**config.mk**
```make
export PLATFORM = sky130hd
export DESIGN_NAME = mux2_rr_arbiter
export DESIGN_NICKNAME = d
export VERILOG_FILES = /design/src/rtl/mux2_rr_arbiter.sv
export SDC_FILE = /design/constraint.sdc
export NUM_CORES = 1
export LEC_CHECK = 0
export BUFFER_PORTS_ARGS = -buffer_cell sky130_fd_sc_hd__buf_2
export CAP_MARGIN = 40
export CORE_MARGIN = 2
export CORE_UTILIZATION = 40
export CTS_BUF_LIST = sky130_fd_sc_hd__clkbuf_8
export DETAILED_ROUTE_END_ITERATION = 12
export GPL_TIMING_DRIVEN = 1
export HOLD_SLACK_MARGIN = 0.02
export PLACE_DENSITY = 0.74
export RECOVER_POWER = 100
export SETUP_SLACK_MARGIN = 0.05
export SYNTH_ARGS = -nofsm -noshare
export SYNTH_HDL_FRONTEND = slang
export SYNTH_SLANG_ARGS = --single-unit
export TNS_END_PERCENT = 10
```
**constraint.sdc**
```tcl
create_clock -name clk -period 3.3 [get_ports clk]
set_input_delay 0.66 -clock clk [delete_from_list [all_inputs] [get_ports clk]]
set_output_delay 0.66 -clock clk [all_outputs]
set_load 0.01 [all_outputs]
```
**src/rtl/mux2_rr_arbiter.sv**
```systemverilog
// mux2_rr_arbiter: two-requester burst round-robin arbiter steering a 2:1 mux into a registered valid/ready output stage
module mux2_rr_arbiter #(
  parameter int WIDTH = 8
) (
  input  logic             clk,
  input  logic             rst,
  input  logic             req0_valid,
  input  logic [WIDTH-1:0] req0_data,
  input  logic             req0_last,
  output logic             req0_ready,
  input  logic             req1_valid,
  input  logic [WIDTH-1:0] req1_data,
  input  logic             req1_last,
  output logic             req1_ready,
  output logic             out_valid,
  output logic [WIDTH-1:0] out_data,
  output logic             out_last,
  input  logic             out_ready,
  output logic             sel,
  output logic             busy
);
  typedef enum logic {IDLE, BURST} state_t;
  state_t state, state_nx;
  logic prio, can_take, acc, acc_last;
  always_ff @(posedge clk or posedge rst)
    if (rst) state <= IDLE;
    else     state <= state_nx;
  always_comb
    state_nx = (state == IDLE) ? ((req0_valid | req1_valid) ? BURST : IDLE)
                               : ((acc && acc_last) ? IDLE : BURST);
  always_comb begin
    busy       = (state == BURST);
    can_take   = !out_valid | out_ready;
    req0_ready = busy & !sel & can_take;
    req1_ready = busy & sel & can_take;
    acc        = sel ? (req1_valid & req1_ready) : (req0_valid & req0_ready);
    acc_last   = sel ? req1_last : req0_last;
  end
  // sel only moves at arbitration, so the mux is stable for the whole burst
  always_ff @(posedge clk or posedge rst)
    if (rst) begin
      prio      <= 1'b0;
      sel       <= 1'b0;
      out_valid <= 1'b0;
      out_data  <= '0;
      out_last  <= 1'b0;
    end else begin
      if (state == IDLE && (req0_valid | req1_valid))
        sel <= (req0_valid & req1_valid) ? prio : req1_valid;
      if (acc) begin
        out_data  <= sel ? req1_data : req0_data;
        out_last  <= acc_last;
        out_valid <= 1'b1;
        if (acc_last) prio <= ~sel;
      end else if (out_ready) begin
        out_valid <= 1'b0;
      end
    end
endmodule
```
==> impl_metrics.json <==
{
  "worst_clock_skew_ps": 1.53,
  "die_x_um": 45.0,
  "hp-class": "input pin to async pin",
  "min_period_over_period_pct": 61.9,
  "clk_latency_ps": 240,
  "worst-setup-path-type": "input pin to output pin",
  "cap_violations": 0,
  "combPwrFrac_pct": 41.7,
  "initial_core_util_pct": 43.7,
  "cp_slowest_cell": "or2b_2",
  "status": "finished clean",
  "syn_area_um2": 673,
  "yosysSeqAreaShare_pct": 48.3,
  "clkSlewWorstSetupHoldPaths_ps": 50,
  "grt_start_max_net_pins": 16,
  "area_growth_pct": 26.2,
  "ant_nets": 0,
  "hold_viol_final": 0,
  "die-area_um2": 2030,
  "relSlewSlack_pct": 63.0,
  "post_cts_resized": 0,
  "route.detailed.drc": 0,
  "postCtsHoldBufs": 0,
  "clockPowerShare_pct": 17.5,
  "cts-htree-levels": 1,
  "layout-drive-gt1-share_pct": 41.4,
  "avgViaCountPerCell": 5.14,
  "post-cts-setup-buffer-count": 0,
  "hpwlAfterDp_um": 1030,
  "p_seq_share_pct": 40.8,
  "wl_um": 1360,
  "overflow": 0,
  "io_buffers": 36,
  "fin_crit_ps": 2040,
  "power.leakage_nw": 0.408,
  "finalWeightedCongestion": 0.728,
  "power_density_nw_per_um2": 910,
  "p_sw_share_pct": 36.6,
  "drtPass1Iterations": 2,
  "worstSetupEndpointType": "output pin",
  "syn_nets": 72,
  "cts_sinks": 13,
  "yosys_register_bits": 13,
  "synth_cell_types": 19,
  "gr-usage-all-layers_pct": 15.6,
  "antenna_found_initial": 0,
  "p_switching_mw": 0.283,
  "timing.setup.tns_ps": 0,
  "drv_slew": 0,
  "num-fill-cells": 164,
  "path_cells": "buf_2 -> or2b_2 -> and3_1 -> clkbuf_1",
  "fin_nets": 111,
  "cts_buffers": 3,
  "cts_tree": "built",
  "wl_per_cell_um": 13.2,
  "cp_data_required_time_ps": 2640,
  "layout_common_cells": "buf_2, clkbuf_1, dfrtp_1, mux2_1, mux2_2",
  "yosysWarnings": 0,
  "diodes": 0,
  "dr.first_iter.drc_count": 2,
  "setup_viol": 0,
  "netlist_instances": 49,
  "die_h_um": 45.0,
  "avgSynthCellArea_um2": 13.7,
  "fin_util_pct": 55.1,
  "cts-root-buf": "clkbuf_8",
  "grt_pass1_vias": 519,
  "io_pins": 37,
  "max_freq_mhz": 489,
  "internal_power_mw": 0.490,
  "max_slew.worst_pin.slew_ps": 555,
  "num_rows": 14,
  "dr_total_vias": 529,
  "rsz0062_at_grt": "false",
  "crit_arrival_ps": 1380,
  "startpoint_type": "input pin",
  "grt_pass1_wl_um": 2270,
  "ir_drop_mv": 0.460,
  "coreArea_um2": 1540,
  "max_stage_delay_ps": 320,
  "clockBufferDepth": 2,
  "crit_fanout": 5,
  "mostFrequentLayoutCell": "buf_2"
}
[worst paths after layout]
| kind | start | end | slack [ps] | cells after the start |
|---|---|---|---|---|
| setup / recovery | out_ready | req1_ready | 1260 | 4 |
| hold / removal | rst | out_valid | 440 | 2 |
| setup reg to reg | sel | out_data[4] | 1330 | 3 |
| hold reg to reg | out_data[2] | out_data[2] | 490 | 1 |
| max in group asynchronous | rst | out_data[0] | 2530 | 2 |
| min in group clk | out_data[2] | out_data[2] | 490 | 1 |
[per-stage QoR]
| step | instance area [µm²] | power [mW] | hold slack (ps) | instances | setup WS [ps] |
|---|---|---|---|---|---|
| 6_report | 850 | 0.773 | 437 | 103 | 1260 |
| 5_1_grt | 850 | 0.837 | 482 | 103 | 1170 |
| 2_1_floorplan | 673 | 0.607 | 456 | 49 | 1440 |
| 3_3_place_gp | 857 | 0.720 | 469 | 99 | 1250 |
| 3_5_place_dp | 857 | 0.733 | 486 | 99 | 1240 |
| 4_1_cts | 902 | 0.871 | 451 | 103 | 1240 |
[power groups by stage]
| stage | Sequential (mW) | Combinational, mW | Clock, mW |
|---|---|---|---|
| 6_report | 0.316 | 0.322 | 0.135 |
| 5_1_grt | 0.330 | 0.358 | 0.150 |
| 4_1_cts | 0.319 | 0.414 | 0.137 |
| 3_5_place_dp | 0.319 | 0.414 | 0 |
| 3_3_place_gp | 0.314 | 0.406 | 0 |
| 2_1_floorplan | 0.330 | 0.277 | 0 |
[cell type report]
type,instances,area (µm²),area share [%]
timing repair buffer,36,163,19.1
multi-input combinational,32,289,34.0
clock inverter,1,3.75,0.442
inverter,2,7.51,0.884
sequential,13,325,38.3
tap,16,20.0,2.36
clock buffer,3,41.3,4.86
[critical path: cells and delay by family]
kind / cells / cell delay, ps
buffers and inverters: 2 / 210
AND/OR/NAND/NOR: 2 / 510
[logic make-up after synthesis]
family	synth area share (%)
AO/OA/AOI/OAI	5.76
buffers and inverters	3.53
flip-flops	48.3
multiplexers	34.6
AND/OR/NAND/NOR	7.81
[synth_stat cells]
master / instances / area [µm²]
buf_6: 1 / 11.3
and3_1: 1 / 6.26
a21oi_1: 1 / 5.00
buf_2: 1 / 5.00
nand2_1: 3 / 11.3
mux2_2: 9 / 101
o2bb2ai_1: 1 / 8.76
nor2_1: 1 / 3.75
or2b_2: 1 / 8.76
nand4_1: 1 / 6.26
inv_1: 2 / 7.51
a31oi_1: 1 / 6.26
dfrtp_1: 13 / 325
nand3_2: 1 / 10.0
nand2b_1: 1 / 6.26
o31a_1: 1 / 8.76
a21bo_2: 1 / 10.0
mux2_4: 8 / 120
mux2_1: 1 / 11.3
[registers in the layout, summed over array words and instances, names as in the netlist]
| signal | count |
|---|---|
| prio | 1 |
| out_valid | 1 |
| out_data | 8 |
| sel | 1 |
| out_last | 1 |
| busy | 1 |
[per-layer routing]
layer	global-route usage, %	vias up	share of wire (%)
met5	0	-	0
met4	5.29	0	0
met3	4.40	0	8.8
met2	24.0	25	48
met1	21.0	255	43
li1	-	249	-
(Power assumes the default switching activity.)
